===== src/rtl/gmii_tx_framer_if.sv =====
// rtl/gmii_tx_framer_if.sv - payload byte stream feeding the GMII TX framer
interface gmii_tx_framer_if;
   logic       in_valid_i;
   logic       in_last_i;
   logic [7:0] in_data_i;
   logic       in_ready_o;

   modport master (output in_valid_i, output in_last_i, output in_data_i, input in_ready_o);
   modport slave  (input in_valid_i, input in_last_i, input in_data_i, output in_ready_o);
endinterface


===== src/rtl/gmii_tx_framer.sv =====
// rtl/gmii_tx_framer.sv - GMII TX framer: preamble, SFD, payload, optional pad, CRC-32 FCS, IFG
// Zero padding up to MIN_FRAME is compiled in only when GMII_TX_PAD_EN is defined.
module gmii_tx_framer #(
   parameter int PREAMBLE_LEN = 7,
   parameter int MIN_IFG      = 12,
   parameter int MIN_FRAME    = 60
) (
   input  logic             clk,
   input  logic             rst,
   gmii_tx_framer_if.slave  s,
   output logic             gmii_en_o,
   output logic             gmii_er_o,
   output logic [7:0]       gmii_data_o
);

   typedef enum logic [2:0] {
      IDLE, PRE, SFD, DATA, FCS, IFG
`ifdef GMII_TX_PAD_EN
      , PAD
`endif
   } state_t;

   localparam logic [7:0] PRE_LAST    = 8'(PREAMBLE_LEN);
   localparam logic [7:0] IFG_LAST    = 8'(MIN_IFG);
   localparam state_t     START_STATE = (PREAMBLE_LEN > 1) ? PRE : SFD;

   if (PREAMBLE_LEN < 1 || PREAMBLE_LEN > 255 || MIN_IFG < 0 || MIN_IFG > 255 ||
       MIN_FRAME < 1 || MIN_FRAME > 2047) begin : g_bad_params
      $error("gmii_tx_framer: parameter out of range");
   end

   function automatic logic [31:0] crc_byte(input logic [31:0] c, input logic [7:0] d);
      logic [31:0] r;
      r = c ^ {24'd0, d};
      for (int i = 0; i < 8; i++) begin
         r = r[0] ? ((r >> 1) ^ 32'hEDB88320) : (r >> 1);
      end
      return r;
   endfunction

   state_t      state_q, state_d;
   logic [7:0]  aux_q, aux_d;
   logic [31:0] crc_q, crc_d;
   logic        drain_q, drain_d;
   logic        in_ready_q, in_ready_d;
   logic        en_q, en_d;
   logic        er_q, er_d;
   logic [7:0]  data_q, data_d;

`ifdef GMII_TX_PAD_EN
   localparam logic [10:0] MIN_CNT = 11'(MIN_FRAME);
   logic [10:0] byte_cnt_q, byte_cnt_d;
   logic [10:0] byte_cnt_inc;
   logic        below_min;

   assign byte_cnt_inc = (byte_cnt_q == 11'h7FF) ? byte_cnt_q : byte_cnt_q + 11'd1;
   assign below_min    = byte_cnt_inc < MIN_CNT;
`endif

   // aux_q counts preamble bytes, FCS byte index, or IFG cycles depending on state
   always_comb begin
      state_d  = state_q;
      aux_d    = aux_q;
      crc_d    = crc_q;
      drain_d  = drain_q;
      en_d     = 1'b0;
      er_d     = 1'b0;
      data_d   = 8'h00;
`ifdef GMII_TX_PAD_EN
      byte_cnt_d = byte_cnt_q;
`endif
      case (state_q)
         IDLE: begin
            if (s.in_valid_i) begin
               state_d = START_STATE;
               aux_d   = 8'd1;
               en_d    = 1'b1;
               data_d  = 8'h55;
            end
         end
         PRE: begin
            en_d   = 1'b1;
            data_d = 8'h55;
            aux_d  = aux_q + 8'd1;
            if (aux_q + 8'd1 == PRE_LAST) state_d = SFD;
         end
         SFD: begin
            en_d    = 1'b1;
            data_d  = 8'hD5;
            state_d = DATA;
            crc_d   = 32'hFFFFFFFF;
`ifdef GMII_TX_PAD_EN
            byte_cnt_d = '0;
`endif
         end
         DATA: begin
            en_d = 1'b1;
            if (s.in_valid_i) begin
               data_d = s.in_data_i;
               crc_d  = crc_byte(crc_q, s.in_data_i);
`ifdef GMII_TX_PAD_EN
               byte_cnt_d = byte_cnt_inc;
`endif
               if (s.in_last_i) begin
                  aux_d = '0;
`ifdef GMII_TX_PAD_EN
                  state_d = below_min ? PAD : FCS;
`else
                  state_d = FCS;
`endif
               end
            end else begin
               // source underrun: poison the frame and swallow the rest of it
               er_d    = 1'b1;
               state_d = IFG;
               aux_d   = '0;
               drain_d = 1'b1;
            end
         end
`ifdef GMII_TX_PAD_EN
         PAD: begin
            en_d       = 1'b1;
            crc_d      = crc_byte(crc_q, 8'h00);
            byte_cnt_d = byte_cnt_inc;
            if (!below_min) begin
               state_d = FCS;
               aux_d   = '0;
            end
         end
`endif
         FCS: begin
            en_d = 1'b1;
            case (aux_q[1:0])
               2'd0:    data_d = ~crc_q[7:0];
               2'd1:    data_d = ~crc_q[15:8];
               2'd2:    data_d = ~crc_q[23:16];
               default: data_d = ~crc_q[31:24];
            endcase
            aux_d = aux_q + 8'd1;
            if (aux_q[1:0] == 2'd3) begin
               state_d = IFG;
               aux_d   = '0;
            end
         end
         IFG: begin
            if (drain_q && s.in_valid_i && s.in_last_i) drain_d = 1'b0;
            if (aux_q != IFG_LAST) begin
               aux_d = aux_q + 8'd1;
            end else if (!drain_q) begin
               if (s.in_valid_i) begin
                  state_d = START_STATE;
                  aux_d   = 8'd1;
                  en_d    = 1'b1;
                  data_d  = 8'h55;
               end else begin
                  state_d = IDLE;
               end
            end
         end
         default: state_d = IDLE;
      endcase
      in_ready_d = (state_d == DATA) || ((state_d == IFG) && drain_d);
   end

   always_ff @(posedge clk) begin
      if (rst) begin
         state_q    <= IDLE;
         aux_q      <= '0;
         crc_q      <= 32'hFFFFFFFF;
         drain_q    <= 1'b0;
         in_ready_q <= 1'b0;
         en_q       <= 1'b0;
         er_q       <= 1'b0;
         data_q     <= 8'h00;
`ifdef GMII_TX_PAD_EN
         byte_cnt_q <= '0;
`endif
      end else begin
         state_q    <= state_d;
         aux_q      <= aux_d;
         crc_q      <= crc_d;
         drain_q    <= drain_d;
         in_ready_q <= in_ready_d;
         en_q       <= en_d;
         er_q       <= er_d;
         data_q     <= data_d;
`ifdef GMII_TX_PAD_EN
         byte_cnt_q <= byte_cnt_d;
`endif
      end
   end

   assign s.in_ready_o  = in_ready_q;
   assign gmii_en_o     = en_q;
   assign gmii_er_o     = er_q;
   assign gmii_data_o   = data_q;

endmodule


===== src/flat_wrapper.sv =====
// flat-port wrapper written by rule: the top's interface ports become plain ports
module gmii_tx_framer_flat 
#(
   parameter int PREAMBLE_LEN = 7,
   parameter int MIN_IFG      = 12,
   parameter int MIN_FRAME    = 60
)
  (clk, rst, gmii_en_o, gmii_er_o, gmii_data_o, s_in_valid_i, s_in_last_i, s_in_data_i, s_in_ready_o);
  gmii_tx_framer_if s_i ();
  input  logic clk;
  input  logic rst;
  output logic gmii_en_o;
  output logic gmii_er_o;
  output logic [7:0] gmii_data_o;
  input wire logic [$bits(s_i.in_valid_i)-1:0] s_in_valid_i;
  input wire logic [$bits(s_i.in_last_i)-1:0] s_in_last_i;
  input wire logic [$bits(s_i.in_data_i)-1:0] s_in_data_i;
  output wire logic [$bits(s_i.in_ready_o)-1:0] s_in_ready_o;
  assign s_i.in_valid_i = s_in_valid_i;
  assign s_i.in_last_i = s_in_last_i;
  assign s_i.in_data_i = s_in_data_i;
  assign s_in_ready_o = s_i.in_ready_o;
  gmii_tx_framer #(.PREAMBLE_LEN(PREAMBLE_LEN), .MIN_IFG(MIN_IFG), .MIN_FRAME(MIN_FRAME)) u_core (.clk(clk), .rst(rst), .s(s_i), .gmii_en_o(gmii_en_o), .gmii_er_o(gmii_er_o), .gmii_data_o(gmii_data_o));
endmodule

===== config.mk =====
export PLATFORM = sky130hd
export DESIGN_NAME = gmii_tx_framer_flat
export DESIGN_NICKNAME = d
export VERILOG_FILES = /design/src/rtl/gmii_tx_framer_if.sv /design/src/rtl/gmii_tx_framer.sv /design/src/flat_wrapper.sv
export SDC_FILE = /design/constraint.sdc
export NUM_CORES = 1
export LEC_CHECK = 0
export ABC_AREA = 1
export CORE_UTILIZATION = 55
export CTS_CLUSTER_SIZE = 25
export DETAILED_ROUTE_END_ITERATION = 8
export PLACE_DENSITY = 0.76
export SLEW_MARGIN = 20
export SYNTH_ARGS = -nofsm -noshare
export SYNTH_HDL_FRONTEND = slang
export SYNTH_SLANG_ARGS = --single-unit

===== constraint.sdc =====
create_clock -name clk -period 2 [get_ports clk]
set_clock_uncertainty 0.05 [all_clocks]
set_input_delay 0.5 -clock clk [delete_from_list [all_inputs] [get_ports clk]]
set_output_delay 0.5 -clock clk [all_outputs]
set_load 0.03 [all_outputs]

Yosys cells after proc, flatten, opt, wreduce, memory -nomap -nowiden
Cells that the tools add are included.
W data, S select, Z words.
Operators by class
  add/subtract/negate cells: 1
  equal/unequal tests: 15
  multiplexer cells: 40
  bitwise gates (word level): 14
  reduce and logical (&&, ||, !) cells: 12
Operator list (count)
  $mux W32: 9
  $not A13 Y14: 8
  $mux W8: 9
  $pmux W32 S2: 1
  $pmux W8 S6: 1
  $pmux W8 S5: 1
  $not A8 Y8: 4
  $xor A32 B8 Y32: 1
  $pmux W8 S3: 1
  $mux W3: 7
  $pmux W3 S6: 1
  $eq A3 B2 Y1 const B: 3
  $eq A3 B3 Y1 const B: 3
  $add A8 B1 Y8 const B: 1
  $eq A8 B3 Y1 const B: 1
  $ne A8 B4 Y1 const B: 1
  $mux W1: 7
  $mux W7: 1
  $ne A3 B3 Y1 const B: 2
  $reduce_bool A5 Y1: 1
  $eq A2 B2 Y1 const B: 2
  $reduce_or A4 Y1: 1
  $eq A3 B1 Y1 const B: 1
  $logic_and A1 B1 Y1: 3
  other kinds (12): 12
Word-level totals
  register bits after elaboration: 55
  input port bits: 12
  output and inout port bits: 11
  logic and storage cells: 90

Longest topological paths before layout
Gate-level depths: netlist of the first run.
  word-level depth: 19
  depth in mapped cells: 13
  mapped depth without buffers: 13

Worst setup path before layout of the first run
Ideal clock, no wire load.
  kind: register -> register
  from: register u_core.aux_q[1]
  to: register u_core.in_ready_q (netlist: u_core.s.in_ready_o)
  setup time: 111 ps
  arrival: 1857 ps
  data required time: 1839 ps
  setup slack: -17 ps
  stages on the path, launching flop included: 14
  buffers on the path: 2
  period minus slack after synthesis: 2017 ps
  cell sequence: dfxtp_1 > ha_1 > buf_2 > inv_1 > buf_2 > ha_1 > nor2_1 > nand3_1 > nor2_1 > nand4_1 > nand3_1 > nand2_1 > inv_1 > nor2_1
On the way
  longest elaborated chain between the ends: 7
  elaborated cells between the ends (all ways): 12
  those cells by class: add/sub (1); eq/ne (5); mux (4); reduce/logical (2)
Ends and longest elaborated chain
  start: declaration: RTL line gmii_tx_framer.sv:42  | logic [7:0] aux_q, aux_d;
  start signal: assignment: RTL line gmii_tx_framer.sv:180  | aux_q <= aux_d;
  $add A8 B1 Y8: RTL line gmii_tx_framer.sv:85  | if (aux_q + 8'd1 == PRE_LAST) state_d = SFD;
  $eq A8 B3 Y1: RTL line gmii_tx_framer.sv:85
  $mux W3: RTL line gmii_tx_framer.sv:85
  $pmux W3 S6 *: RTL line gmii_tx_framer.sv:72  | case (state_q)
  $eq A3 B3 Y1: RTL line gmii_tx_framer.sv:162  | in_ready_d = (state_d == DATA) || ((state_d == IFG) && drain_d);
  $logic_and A1 B1 Y1: RTL line gmii_tx_framer.sv:162
  $logic_or A1 B1 Y1 *: RTL line gmii_tx_framer.sv:162
  end signal: assignment: RTL line gmii_tx_framer.sv:183  | in_ready_q <= in_ready_d;
  end: declaration: RTL line gmii_tx_framer.sv:45  | logic in_ready_q, in_ready_d;
Mark *: on every way between the ends. The rest lies on a longest branch, timed or not.
A chain may end at the register's enable or synchronous reset.

Worst setup path after layout of the first run
  from: input s_in_data_i[3]
  to: register u_core.crc_q[5]
On the way
  longest elaborated chain between the ends: 13
Ends and longest elaborated chain
  start: declaration: RTL line flat_wrapper.sv:17  | input wire logic [$bits(s_i.in_data_i)-1:0] s_in_data_i;
  $xor A32 B8 Y32 *: RTL line gmii_tx_framer.sv:34  | r = c ^ {24'd0, d};
  $mux W32 * (4 in series): RTL line gmii_tx_framer.sv:36  | r = r[0] ? ((r >> 1) ^ 32'hEDB88320) : (r >> 1);
  $not A13 Y14 (no line)
  $mux W32 * (3 in series): RTL line gmii_tx_framer.sv:36
  $not A13 Y14 (no line)
  $mux W32 *: RTL line gmii_tx_framer.sv:36
  $mux W32 *: RTL line gmii_tx_framer.sv:98  | if (s.in_valid_i) begin
  $pmux W32 S2 *: RTL line gmii_tx_framer.sv:72
  end signal: assignment: RTL line gmii_tx_framer.sv:181  | crc_q <= crc_d;
  end: declaration: RTL line gmii_tx_framer.sv:43  | logic [31:0] crc_q, crc_d;
Mark *: on every way between the ends. The rest lies on a longest branch, timed or not. The select of a mux whose other input is x is not followed.

==> results of run 1 <==
placed cells by master, fill, tap and decap left out, types with 5 or more instances in the layout:
cell type | netlist | routed
clkbuf_8 | 0 | 5
buf_4 | 3 | 54
inv_1 | 81 | 81
o21ai_0 | 38 | 35
nand2_1 | 197 | 191
nand2_4 | 2 | 5
ha_1 | 6 | 5
dfxtp_1 | 55 | 53
o21ai_1 | 8 | 10
nand4_1 | 5 | 5
nand2_2 | 12 | 14
nand3_1 | 48 | 47
nor2_1 | 35 | 32
nor2_2 | 3 | 5
clkdlybuf4s50_1 | 0 | 16
xnor2_1 | 6 | 5
a21oi_1 | 28 | 27
o211ai_1 | 19 | 19
dlymetal6s2s_1 | 0 | 6
inv_2 | 10 | 10
o221ai_1 | 7 | 7
xor2_1 | 22 | 21
cell type report:
cell class	instances	area (um^2)
Inverter	93	354
Clock inverter	3	25.0
Sequential cell	55	1110
Multi-Input combinational cell	466	2520
Fill cell	626	2020
Tap cell	96	120
Timing Repair Buffer	79	692
Clock buffer	5	68.8
critical path, delay by kind of cell:
family        cells  cell delay (ns)
xor+xnor          1             0.17
buf+inv           2             0.61
simple gates      7             0.81
power groups by stage:
stage	clock (uW)	combinational [uW]	sequential [uW]
detailed placement	0	499	1140
floorplan	0	281	1160
finish	660	526	1120
CTS	665	502	1120
global placement	0	492	1140
global route	711	568	1120
metal layers:
layer,share of wire,vias up,GRT usage
li1,-,2182,-
met1,0.44,2059,0.471
met2,0.44,229,0.538
met3,0.091,33,0.0427
met4,0.023,0,0.0924
met5,0,-,0
cell usage after synthesis (2+ instances only):
cell type	count	area (um^2)
nand3_1	48	240
o21ai_0	38	190
nand4_1	5	31.3
nor2_4	2	22.5
a31oi_1	2	12.5
xor2_1	22	193
inv_2	10	37.5
nand2_4	2	22.5
o221ai_1	7	61.3
inv_4	2	12.5
o2111ai_1	2	17.5
buf_2	4	20.0
xnor2_1	6	52.6
clkbuf_1	9	33.8
nor3_1	4	20.0
o21bai_1	4	30.0
o21ai_1	8	40.0
buf_4	3	22.5
a21oi_1	28	140
xnor2_2	2	32.5
buf_6	2	22.5
o211ai_1	19	143
nor2_1	35	131
nor2_2	3	18.8
nand2_1	197	739
ha_1	6	75.1
nand2_2	12	75.1
dfxtp_1	55	1100
nand3b_1	2	15.0
a41oi_1	3	26.3
inv_1	81	304
cells by family after synthesis:
kind of cell / count (synthesis) / share of synthesized area
AOI/OAI and AO/OA: 117 / 0.179
xor gates and xnor gates: 31 / 0.0765
adders and majority gates: 6 / 0.0188
buffers and inverters: 111 / 0.114
DFF: 55 / 0.276
and+or+nand+nor: 312 / 0.336
metrics by stage:
step	util	TNS [ns]	power (uW)	std cells
final	0.708	0	2300	797
after global placement	0.677	-4.64	1630	788
after floorplan	-	0	1440	632
after CTS	0.691	0	2280	796
after detailed placement	0.677	-5.97	1640	788
after global routing	0.708	-0.233	2400	797
repair_timing:
action / 4_1_cts / 5_1_grt
setup endpoints to repair: 0 / 25
resized for setup: 0 / 33
buffers inserted: 0 / 1
hold endpoints to repair: 0 / 0
how the worst min path moves through the flow:
stage,start,to,slack (ns),depth (start not counted)
2_1_floorplan,u_core.crc_q[16]$_SDFFE_PP1P_,u_core.crc_q[16]$_SDFFE_PP1P_,0.39,2
4_1_cts,u_core.crc_q[16]$_SDFFE_PP1P_,u_core.crc_q[16]$_SDFFE_PP1P_,0.44,2
5_1_grt,s_in_data_i[1],u_core.gmii_data_o[1]$_SDFF_PP0_,0.46,3
3_5_place_dp,u_core.crc_q[16]$_SDFFE_PP1P_,u_core.crc_q[16]$_SDFFE_PP1P_,0.41,2
6_report,u_core.crc_q[16]$_SDFFE_PP1P_,u_core.crc_q[16]$_SDFFE_PP1P_,0.43,2
3_3_place_gp,u_core.crc_q[16]$_SDFFE_PP1P_,u_core.crc_q[16]$_SDFFE_PP1P_,0.41,2
state kept, by name, indices dropped and copies added (netlist names):
signal               cells
u_core.aux_q             8
u_core.gmii_data_o       8
u_core.crc_q            32
u_core.state_q           3
u_core.s.in_ready_o      1
u_core.gmii_en_o         1
u_core.drain_q           1
u_core.gmii_er_o         1
==> flow_summary_export.csv, run 1 <==
group,metric,value,unit
outcome,status,"finished, final reports clean",
worst_setup_path,slowest_delay,0.53,ns
die,fp.dieW,87.2,um
detailed_routing,drcViolationCount,0,
pwr,powerDensity,471,nW/um^2
worst_setup_path,cp-start-kind,"input pin",
worst_setup_path,r2r-end,"u_core.aux_q[1]$_SDFFE_PP0P_",
synth,syn-num-nets,650,
clock_network,clock-sinks,55,
worst_setup_path,worst-path-max-fanout,5,
layout,synthToLayoutAreaGrowth,22.5,%
clock_network,cts-root-buf,"clkbuf_8",
sta,layout_setup_ws,0.0760,ns
layout,n_antenna_cell,0,
detailed_routing,wire_per_inst,15.4,um
pwr,p_int,1560,uW
die,ios,23,
sta,max-slew-margin-rel,0.726,
placed_design,dp_hpwl,9090,um
pwr,vdd_ir_drop_max,0.293,mV
pwr,p_sw,738,uW
worst_setup_path,critPathCaptureType,"flop",
pwr,clkPwrFrac,0.287,
die,core,6910,um^2
die,die_area,7600,um^2
clock_network,path_clk_slew,0.10,ns
layout,drive_gt1_frac,0.170,
worst_setup_path,cpMostUsedCell,"nand2_1",
synth,yosys_register_bits,55,
global_routing,grt_use_total,0.335,
layout,final_nets,718,
global_routing,grt_max_degree,39,
synth,ys_warn_count,0,
detailed_routing,drt_iter0_drc,387,
synth,synthArstFlopShare,0,
sta,hold_violations,0,
die,start_util,0.578,
synth,synth.distinct_cells,40,
pwr,combPwrFrac,0.228,
detailed_routing,vias_per_cell,5.65,
detailed_routing,antenna_left,0,
placed_design,port_buffers,22,
synth,yosysSeqAreaShare,0.276,
synth,synth_cells,632,
global_routing,grt_overflow,0,
clock_network,cts_hold_buf,0,
sta,finalCritPeriodShare,0.962,
pwr,power_switching_share,0.320,
pwr,seqPwrFrac,0.485,
worst_setup_path,critPathSlowestCell,"clkdlybuf4s50_1",
sta,slew_viol_final,0,
synth,synth_ff_type,"dfxtp_1",
worst_setup_path,crit_path_end,"u_core.crc_q[5]$_SDFFE_PP1P_",
sta,period_needed,1.92,ns
placed_design,dpl-instance-area,4680,um^2
sta,whs,0.435,ns
worst_setup_path,worstPathRequired,2.17,ns
synth,synth_area,3990,um^2
global_routing,grt_pass1_wl,19500,um
clock_network,clock_path_buffers,2,
worst_setup_path,r2r_start,"u_core.aux_q[0]$_SDFFE_PP0P_",
clock_network,ctsHtreeMaxLevel,2,
worst_setup_path,reg2reg_setup_slack,0.15,ns
worst_setup_path,path_cells,"clkdlybuf4s50_1 > inv_1 > nand2_1 > nand2_4 > xor2_1 > or2_2 > nand3_1 > nand3_1 > nand2_1 > nand2_1",
placed_design,pre_cts_ws,-0.310,ns
die,die_y,87.2,um
synth,synth_edf_count,0,
min_path,hp-class,"reg -> reg",
detailed_routing,drt_first_pass_iters,5,
synth,avgSynthCellArea,6.31,um^2
flow_run,maxCapViolCount,0,
detailed_routing,wl,12300,um
sta,rsz0062_at_grt,"true",
global_routing,grt_pass1_vias,3977,
worst_setup_path,criticalPathCategory,"in -> reg",
detailed_routing,num_vias,4503,
die,fp-row-count,30,
clock_network,worstSkewPairLatency,0.32,ns
placed_design,gp_routability_congestion,0.982,
clock_network,cts_tree,"built",
global_routing,antenna_found_initial,0,
layout,fin_area,4890,um^2
clock_network,cts_buffers,5,
worst_setup_path,reg2reg_depth,12,
pwr,power_leakage,0.00251,uW
sta,worst_pin_slew,0.411,ns
sta,timing.fmax,520,MHz
worst_setup_path,critPathLaunch,"s_in_data_i[3]",
sta,finalSetupViolations,0,
worst_setup_path,cp.arrival,2.10,ns
Power figures use the tool's default switching activity.
==> inputs of run 2 (changes only) <==
Settings changed: ABC_AREA 1 to not set, CORE_UTILIZATION 55 to 53, PLACE_DENSITY 0.76 to 0.75, SLEW_MARGIN 20 to not set.
==> flow_summary_export.csv, run 2 <==
group,metric,value,unit
outcome,status,"finished, final reports clean",
layout,multi_input_area,2400,um^2
layout,synthToLayoutAreaGrowth,34.2,%
sta,layout_setup_ws,0.0373,ns
worst_setup_path,r2r_start,"u_core.crc_q[1]$_SDFFE_PP1P_",
synth,synthArstFlopShare,0,
synth,syn-num-nets,404,
detailed_routing,wire_per_inst,19.1,um
sta,finalCritPeriodShare,0.981,
layout,fin_area,4540,um^2
worst_setup_path,slowest_delay,0.42,ns
sta,hold_violations,0,
layout,fill_cells,438,
clock_network,cts_tree,"built",
synth,yosys_register_bits,55,
worst_setup_path,path_cells,"xor2_4 > buf_12 > xor2_4 > buf_12 > xor2_4 > xnor2_4 > nor4b_2 > a211oi_1",
clock_network,path_clk_slew,0.10,ns
synth,synthTopCellsByArea,"dfxtp_1 (33%), xnor2_1 (13%), o22ai_1 (5.7%)",
worst_setup_path,worstPathRequired,2.15,ns
synth,synth_cells,386,
die,start_util,0.562,
synth,synth_ff_type,"dfxtp_1",
global_routing,grt_use_total,0.323,
synth,synth_area,3390,um^2
sta,finalSetupViolations,0,
worst_setup_path,reg2reg_depth,8,
worst_setup_path,worst-path-buf-inv,2,
placed_design,port_buffers,22,
pwr,vdd_ir_drop_max,0.395,mV
layout,regMostFlops,"u_core.crc_q",
worst_setup_path,cp_top_family,"XOR/XNOR gates",
layout,drive_gt1_frac,0.270,
synth,synth.most_common_cell,"dfxtp_1",
layout,n_antenna_cell,0,
sta,rsz0062_at_grt,"true",
die,core,6030,um^2
die,ios,23,
synth,synth.distinct_cells,51,
sta,period_needed,1.96,ns
die,die_area,6710,um^2
sta,slew_viol_final,0,
global_routing,grt_pass1_vias,3265,
synth,synth_top_cell_by_area,"dfxtp_1",
min_path,worstHoldPathCells,3,
clock_network,cts_buffers,5,
detailed_routing,antenna_left,0,
worst_setup_path,criticalPathCategory,"reg -> reg",
placed_design,pre_cts_ws,-0.596,ns
worst_setup_path,cp.arrival,2.11,ns
detailed_routing,wl,10400,um
global_routing,antenna_found_initial,0,
worst_setup_path,critPathCaptureType,"flop",
synth,synthTopCellsByCount,"dfxtp_1 (55), xnor2_1 (51), o22ai_1 (31)",
global_routing,grt_pass1_wl,16100,um
clock_network,cts-root-buf,"clkbuf_8",
detailed_routing,drt_first_pass_iters,5,
die,fp-row-count,28,
placed_design,gp_routability_congestion,0.945,
flow_run,maxCapViolCount,0,
clock_network,ctsHtreeMaxLevel,2,
min_path,whs_endpoint,"u_core.gmii_data_o[1]$_SDFF_PP0_",
synth,ys_warn_count,0,
synth,synth_top_area_share,0.325,
placed_design,dp_hpwl,6880,um
worst_setup_path,worst-path-max-fanout,4,
layout,final_common_cell,"buf_4",
worst_setup_path,reg2reg_setup_slack,0.04,ns
detailed_routing,drt_iter0_drc,200,
layout,register_area,1110,um^2
detailed_routing,vias_per_cell,6.10,
sta,setup_tns,0,ns
placed_design,dpl.cell_count,528,
sta,timing.fmax,509,MHz
synth,avgSynthCellArea,8.77,um^2
min_path,hp-class,"in -> reg",
worst_setup_path,cp-start-kind,"flop",
die,fp.dieW,81.9,um
sta,worst_pin_slew,0.485,ns
detailed_routing,drcViolationCount,0,
layout,layout.cells.non_filler,546,
clock_network,clock-sinks,55,
synth,yosysSeqAreaShare,0.325,
worst_setup_path,r2r-end,"u_core.crc_q[20]$_SDFFE_PP1P_",
global_routing,grt_overflow,0,
layout,final_nets,488,
global_routing,grt_max_degree,29,
clock_network,worstSkewPairLatency,0.32,ns
layout,largest_reg_flops,32,
pwr,powerDensity,546,nW/um^2
worst_setup_path,cpMostUsedCell,"xor2_4",
clock_network,cts_hold_buf,0,
pwr,power_leakage,0.00174,uW
detailed_routing,num_vias,3328,
layout,layout_common_cells,"buf_4 (69), dfxtp_1 (50), xnor2_1 (42), o22ai_1 (31)",
sta,max-slew-margin-rel,0.676,
clock_network,clock_path_buffers,2,
die,die_y,81.9,um
synth,synth_edf_count,0,
placed_design,dpl-instance-area,4190,um^2
min_path,hp-start,"s_in_data_i[1]",
worst_setup_path,critPathSlowestCell,"dfxtp_2",
## run 2: cell count changes after synthesis, sizes merged, moves of 20 or more
cell	delta
nand2	-189
inv	-84
xnor2	+48
nand3	-41
o21ai	-37
o22ai	+30
nand2b	+26
o211ai	-20
## run 2: worst max-delay path by stage
stage,from,end,depth (start not counted)
2_1_floorplan,s_in_data_i[5],u_core.crc_q[19]$_SDFFE_PP1P_,6
3_3_place_gp,s_in_data_i[0],u_core.crc_q[14]$_SDFFE_PP1P_,8
3_5_place_dp,s_in_data_i[1],u_core.crc_q[5]$_SDFFE_PP1P_,7
4_1_cts,s_in_data_i[2],u_core.crc_q[22]$_SDFFE_PP1P_,7
5_1_grt,s_in_data_i[3],u_core.crc_q[17]$_SDFFE_PP1P_,9
6_report,u_core.crc_q[1]$_SDFFE_PP1P_,u_core.crc_q[20]$_SDFFE_PP1P_,8
## run 2: cells by family after synthesis
kind of cell,count (synthesis),synth area share
adder cells (fa/ha/maj),6,0.0222
buffers and inverters,29,0.0347
XOR/XNOR,73,0.223
AO/OA/AOI/OAI,114,0.228
flip-flops,55,0.325
AND/OR/NAND/NOR,109,0.168
## run 2: stage by stage
| stage | total power, uW | util | hold slack, ns |
|---|---|---|---|
| CTS | 2430 | 0.731 | 0.488 |
| global route | 2560 | 0.754 | 0.433 |
| global placement | 1740 | 0.695 | 0.444 |
| finish | 2480 | 0.754 | 0.432 |
| detailed placement | 1750 | 0.695 | 0.464 |
| floorplan | 1510 | - | 0.409 |
## run 2: repair_timing
action                     4_1_cts  5_1_grt
pin swaps                        9       16
setup endpoints to repair       24       32
resized for setup               19       37
buffers inserted                 6        4
## run 2: cell type report
class / count / share of cell area
Clock inverter: 3 / 0.00441
Inverter: 9 / 0.00743
Multi-Input combinational cell: 302 / 0.528
Timing Repair Buffer: 97 / 0.180
Clock buffer: 5 / 0.0151
Tap cell: 75 / 0.0206
Sequential cell: 55 / 0.244
## run 2: power breakdown
part	leakage, uW	internal (uW)	switching (uW)	total (uW)
logic	0.00126	368	354	722
registers	0.000446	1110	11.0	1120
clock network	0.0000402	245	395	640
total	0.00174	1720	760	2480
## run 2: tightest hold or removal path: stages
cell,delay (ns)
clkbuf_2,0.13
nand2_1,0.07
a21oi_1,0.05
## run 2: layer usage
layer | up-vias | GRT usage | routed length, um
li1 | 1554 | - | -
met1 | 1594 | 0.395 | 4310
met2 | 149 | 0.542 | 5200
met3 | 31 | 0.0511 | 587
met4 | 0 | 0.167 | 308
met5 | - | 0 | 0
